## src/rtl/riscv_fetch_stage.sv

```systemverilog
// Instruction-fetch stage of the 5-stage RV32I pipeline: owns the PC, addresses the
// instruction memory and registers the returned word into the IF/ID pipeline register.
module riscv_fetch_stage #(
  parameter int                XLEN        = 32,
  parameter logic [XLEN-1:0]   RESET_PC    = 32'h00000000,
  parameter int                IMEM_ADDR_W = 10,
  parameter logic [31:0]       NOP_INSTR   = 32'h00000013
) (
  input  logic                   clk,
  input  logic                   rst,
  output logic [IMEM_ADDR_W-1:0] imem_addr,
  input  logic [31:0]            imem_rdata,
  input  logic                   stall,
  input  logic                   flush,
  input  logic                   redirect,
  input  logic [XLEN-1:0]        redirect_pc,
  output logic [XLEN-1:0]        pc_out,
  output logic [XLEN-1:0]        if_id_pc,
  output logic [XLEN-1:0]        if_id_pc_plus4,
  output logic [31:0]            if_id_instr,
  output logic                   if_id_valid,
  output logic                   misalign_err
);

  localparam logic [XLEN-1:0] PC_STEP = XLEN'(4);

  logic [XLEN-1:0] pc_q, pc_d;
  logic [XLEN-1:0] if_id_pc_q, if_id_pc_d;
  logic [XLEN-1:0] if_id_pc_plus4_q, if_id_pc_plus4_d;
  logic [31:0]     if_id_instr_q, if_id_instr_d;
  logic            if_id_valid_q, if_id_valid_d;
  logic            misalign_err_q, misalign_err_d;
  logic [XLEN-1:0] pc_plus4;

  // Wraps modulo 2^XLEN; addresses beyond the memory alias via truncation.
  assign pc_plus4  = pc_q + PC_STEP;
  assign imem_addr = pc_q[IMEM_ADDR_W+1:2];

  always_comb begin
    pc_d             = pc_q;
    if_id_pc_d       = if_id_pc_q;
    if_id_pc_plus4_d = if_id_pc_plus4_q;
    if_id_instr_d    = if_id_instr_q;
    if_id_valid_d    = if_id_valid_q;
    misalign_err_d   = misalign_err_q;

    if (redirect) begin
      // Bubble keeps the old PC fields; only instr/valid change.
      pc_d          = {redirect_pc[XLEN-1:2], 2'b00};
      if_id_instr_d = NOP_INSTR;
      if_id_valid_d = 1'b0;
      if (redirect_pc[1:0] != 2'b00) begin
        misalign_err_d = 1'b1;
      end
    end else if (stall) begin
      if (flush) begin
        if_id_instr_d = NOP_INSTR;
        if_id_valid_d = 1'b0;
      end
    end else if (flush) begin
      pc_d          = pc_plus4;
      if_id_instr_d = NOP_INSTR;
      if_id_valid_d = 1'b0;
    end else begin
      pc_d             = pc_plus4;
      if_id_pc_d       = pc_q;
      if_id_pc_plus4_d = pc_plus4;
      if_id_instr_d    = imem_rdata;
      if_id_valid_d    = 1'b1;
    end
  end

  always_ff @(posedge clk or posedge rst) begin
    if (rst) begin
      pc_q             <= RESET_PC;
      if_id_pc_q       <= '0;
      if_id_pc_plus4_q <= '0;
      if_id_instr_q    <= NOP_INSTR;
      if_id_valid_q    <= 1'b0;
      misalign_err_q   <= 1'b0;
    end else begin
      pc_q             <= pc_d;
      if_id_pc_q       <= if_id_pc_d;
      if_id_pc_plus4_q <= if_id_pc_plus4_d;
      if_id_instr_q    <= if_id_instr_d;
      if_id_valid_q    <= if_id_valid_d;
      misalign_err_q   <= misalign_err_d;
    end
  end

  assign pc_out         = pc_q;
  assign if_id_pc       = if_id_pc_q;
  assign if_id_pc_plus4 = if_id_pc_plus4_q;
  assign if_id_instr    = if_id_instr_q;
  assign if_id_valid    = if_id_valid_q;
  assign misalign_err   = misalign_err_q;

endmodule

```

## config.mk

```make
export PLATFORM = sky130hd
export DESIGN_NAME = riscv_fetch_stage
export DESIGN_NICKNAME = d
export VERILOG_FILES = /design/src/rtl/riscv_fetch_stage.sv
export SDC_FILE = /design/constraint.sdc
export NUM_CORES = 1
export LEC_CHECK = 0
export BUFFER_PORTS_ARGS = -buffer_cell sky130_fd_sc_hd__buf_4
export CAP_MARGIN = 10
export CORE_AREA = 2 2 124 126
export CTS_BUF_LIST = sky130_fd_sc_hd__clkbuf_4
export CTS_CLUSTER_DIAMETER = 40
export DETAILED_ROUTE_END_ITERATION = 8
export DIE_AREA = 0 0 126 128
export PLACE_DENSITY = 0.67
export SETUP_SLACK_MARGIN = 0.3
export SYNTH_ARGS = -nofsm -noshare
export SYNTH_HDL_FRONTEND = slang
export SYNTH_SLANG_ARGS = --single-unit
```

## constraint.sdc

```tcl
create_clock -name clk -period 8.3 [get_ports clk]
set_input_delay 0.83 -clock clk [delete_from_list [all_inputs] [get_ports clk]]
set_output_delay 0.83 -clock clk [all_outputs]
set_load 0.01 [all_outputs]
```

# ---- Word-level counts from Yosys, hierarchy flattened
# Cells that the tools add are included.
dict set report word_totals {
  register_bits 130
  inputBits 69
  output_inout_bits 140
  elab_cells 25
}
dict set report classes {
  addsub 1
  n_eq_ne 2
  muxes 10
  n_bitwise 3
  reduce_logical 3
}
# cell n
set op_table {}
lappend op_table {{32-bit two-way mux} 6}
lappend op_table {{32-bit by 3-bit adder with 32-bit output, second input constant} 1}
lappend op_table {{1-bit two-way mux} 4}
lappend op_table {{3-bit by 1-bit != test with 1-bit output, second input constant} 1}
lappend op_table {{1-bit inverter} 3}
lappend op_table {{3-bit AND reduction} 1}
lappend op_table {{2-bit by 1-bit != test with 1-bit output, second input constant} 1}
lappend op_table {{2-bit AND reduction} 1}
lappend op_table {{2-bit nonzero test} 1}

# ---- Longest topological paths before layout
dict set report depth {
  ltp_word 3
  mapped_depth 7
  mapped_depth_nobuf 6
}

# ---- Worst setup path before layout
# Ideal clock, no wire load.
dict set report synth_path {
  path_type {input port to flip-flop}
  from {input port redirect}
  to {register if_id_instr_q[0] (netlist: if_id_instr[0])}
  setup_time_ns 0.080
  arrival_ns 1.916
  required_ns 8.220
  path_slack_ns 6.304
  cell_stages 5
  path_buffers 3
  cell_sequence {buf_6 -> or3_1 -> clkbuf_1 -> clkbuf_1 -> o22a_1}
}
dict set report synth_via {
  elab_chain_len 1
  word_cells_on_any_way 2
  classes_between {eq/ne: 1; mux: 1}
}
# element line
set synth_lines {}
lappend synth_lines {{start: declaration} 15} ;# input logic redirect,
lappend synth_lines {{3-bit by 1-bit != test with 1-bit output (no source line) or 32-bit two-way mux (tied branches)} -}
lappend synth_lines {{end signal: assignment} 85} ;# if_id_instr_q <= if_id_instr_d;
lappend synth_lines {{end: declaration} 30} ;# logic [31:0] if_id_instr_q, if_id_instr_d;
# Parallel ways exist; a longest one is shown, timed or not.
# A chain may end at the register's enable or synchronous reset.

# ---- Worst setup path in the final report
dict set report layout_path {
  from {register pc_q[3] (netlist: pc_out[3])}
  to {register pc_q[28] (netlist: pc_out[28])}
}
dict set report layout_via {
  elab_chain_len 3
}
# element line
set layout_lines {}
lappend layout_lines {{start: declaration} 27} ;# logic [XLEN-1:0] pc_q, pc_d;
lappend layout_lines {{start signal: assignment} 82} ;# pc_q <= pc_d;
lappend layout_lines {{32-bit by 3-bit adder with 32-bit output} 36} ;# assign pc_plus4 = pc_q + PC_STEP;
lappend layout_lines {{32-bit two-way mux} 55} ;# end else if (stall) begin
lappend layout_lines {{32-bit two-way mux} 47} ;# if (redirect) begin
# Every way passes these cells. The select of a mux whose other input is x is not followed.

==> run_results.csv <==
group,metric,value,unit
die,row_count,45,
power,power_density,188,mW/mm^2
clocking,path_clk_slew,0.11,ns
clocking,cts_tree,"built",
place,gp_routability_congestion,0.828,
global_routing,grt-ovfl-total,0,
global_routing,antenna_found_initial,1,
place,place_ws,5.71,ns
drt,first_pass_iters,4,
final_layout,nets,833,
place,port_buffers,202,
clocking,clockRootBuffer,"clkbuf_4",
timing,finalCriticalPeriod,2.53,ns
drt,wl,15600,um
timing,slew_headroom,0.310,
critical_path,startpoint,"pc_out[3]",
synth,synth.avg_cell_area,9.72,um^2
timing,tightest_slew,1.03,ns
die,core-area,0.0149,mm^2
critical_path,cp-start-kind,"register",
power,power,0.00140,W
critical_path,critPathKind,"reg2reg",
global_routing,grt_pass1_vias,4819,
critical_path,crit_required,8.75,ns
synth,synth_top_area_frac,0.522,
synth,async_flop_share,1.00,
synth,ys_ff_latch,124,
timing,layout_setup_ws,5.77,ns
drt,postRouteAntennaNets,0,
timing,rsz0062_at_grt,"false",
clocking,clock_path_buffers,2,
synth,postSynthCellCount,597,
global_routing,grt_pass1_wl,25100,um
drt,wl_per_cell,16.2,um
place,dp.final_hpwl,11000,um
synth,synthFlopType,"dfrtp_1",
drt,viasPerCell,5.03,
synth,synth_seq_area_share,0.536,
timing,final-max-slew-violation-count,0,
global_routing,grt_max_degree,93,
die,start_util,0.390,
power,vdd_drop_max,0.0887,mV
clocking,clock_latency,0.53,ns
timing,setup_viol,0,
critical_path,path_max_fanout,8,
die,die_area,0.0161,mm^2
clocking,cts.sinks,124,
timing,hold_viol_final,0,
final_layout,layout-drive-gt1-share,0.323,
final_layout,final_common_cell,"buf_4",
synth,yosysTopAreaCell,"dfrtp_1",
die,die_y,128,um
status,status,"finished clean",
synth,ys_top_cells_by_area,"dfrtp_1 (52%), nand2_1 (11%), xnor2_1 (5.3%)",
critical_path,r2r_start,"pc_out[3]",
drt,drcViolationCount,0,
timing,fin_crit_sh,0.305,
synth,yosysWarnings,0,
final_layout,final_cell_mix,"buf_4 (205), nand2_1 (165), dfrtp_1 (121)",
drt,vias,4856,
job,max-cap-violations,0,
synth,synth_fa_ha_area_frac,0.00216,
synth,synth_top_family_by_area,"simple AND/OR/NAND/NOR gates",
min_path,worstHoldPathType,"in2async",
global_routing,grt.total_usage,0.197,
drt,initialDrtViolationCount,244,
clocking,h-tree-depth,4,
final_layout,final_core_util,0.501,
critical_path,worstPathArrival,2.97,ns
timing,finClkSkew,0.0195,ns
clocking,cts_hold_repair.buffers,0,
synth,synth_mux_area_frac,0.00755,
final_layout,final_area,0.00744,mm^2
timing,max_freq,396,MHz
place,place_area,0.00723,mm^2
final_layout,syn_to_final_growth,28.3,%
synth,netlist_area,0.00580,mm^2
power,p_leak,3.56,nW
timing,finalSetupTns,0,ns
die,io_pins,209,
synth,synth_compound_area_frac,0.100,
die,die_x,126,um
synth,synthSimpleGateAreaFrac,0.201,
synth,synth-edff-count,0,
clocking,numCtsBuffers,17,
clocking,cts_resized,0,
critical_path,end_kind,"register",
synth,synthDistinctLibCells,39,
clocking,postCtsSetupRepairBufs,0,
synth,synth-xor-area-share,0.0861,
[synthesized netlist by cell type (all sizes together), types with 4 or more instances]
master and count:
clkbuf 31, buf 32, nor4 10, xnor2 35
nand2 165, nor3 10, or3 6, dfrtp 121
xor2 22, nand4 15, nand3 13, nor2 19
and4 4, o21ai 57, a22o 29
[registers in the layout, indices dropped and copies added, names as in the netlist]
signal and cells:
if_id_pc 30, if_id_instr 32, misalign_err 1, if_id_valid 1, pc_out 30, if_id_pc_plus4 30
[power breakdown]
part | internal (W) | switching, W
registers | 0.000674 | 0.0000743
logic | 0.000161 | 0.000148
clock network | 0.000125 | 0.000218
total | 0.000960 | 0.000440
[logic make-up after synthesis]
family | Yosys count
muxes | 4
and+or+nand+nor | 255
adders and majority gates | 1
xor gates and xnor gates | 57
DFF | 124
buffers and inverters | 65
other | 1
AOI/OAI and AO/OA | 90
[metrics by stage]
step | instances | hold WS, ns
finish | 965 | 0.419
global route | 965 | 0.439
CTS | 964 | 0.388
detailed placement | 932 | 0.458
global placement | 932 | 0.460
floorplan | 602 | 0.504
[final timing paths]
path,to,slack [ns],cells past startpoint
hold / removal,if_id_instr[25],0.42,2
min in group clk,misalign_err,0.48,1
max in group asynchronous,if_id_instr[14],6.54,3
setup / recovery,pc_out[28],5.77,6
hold reg to reg,misalign_err,0.48,1
setup reg to reg,pc_out[28],5.77,6
[area by class of cell]
cell class	instances	area [um^2]
multi-input combinational	413	2340
timing repair buffer	205	1540
clock inverter	11	55.1
antenna	1	2.50
clock buffer	21	158
tap	188	235
inverter	2	10.0
sequential	124	3110
fill	1401	7420
[layer usage]
layer	vias to the layer above	wire [um]	track usage
li1	2315	-	-
met1	2308	6650	0.246
met2	205	7290	0.318
met3	28	1300	0.0647
met4	0	381	0.0827
met5	-	0	0
[critical path, stage by stage, from the launching register on]
cell and delay [ns]:
dfrtp_1 0.56, ha_1 0.34, nand3_1 0.12, nor4_1 0.81, nand4bb_1 0.25, xor2_1 0.21
o21ai_0 0.17
Power figures use the tool's default switching activity.
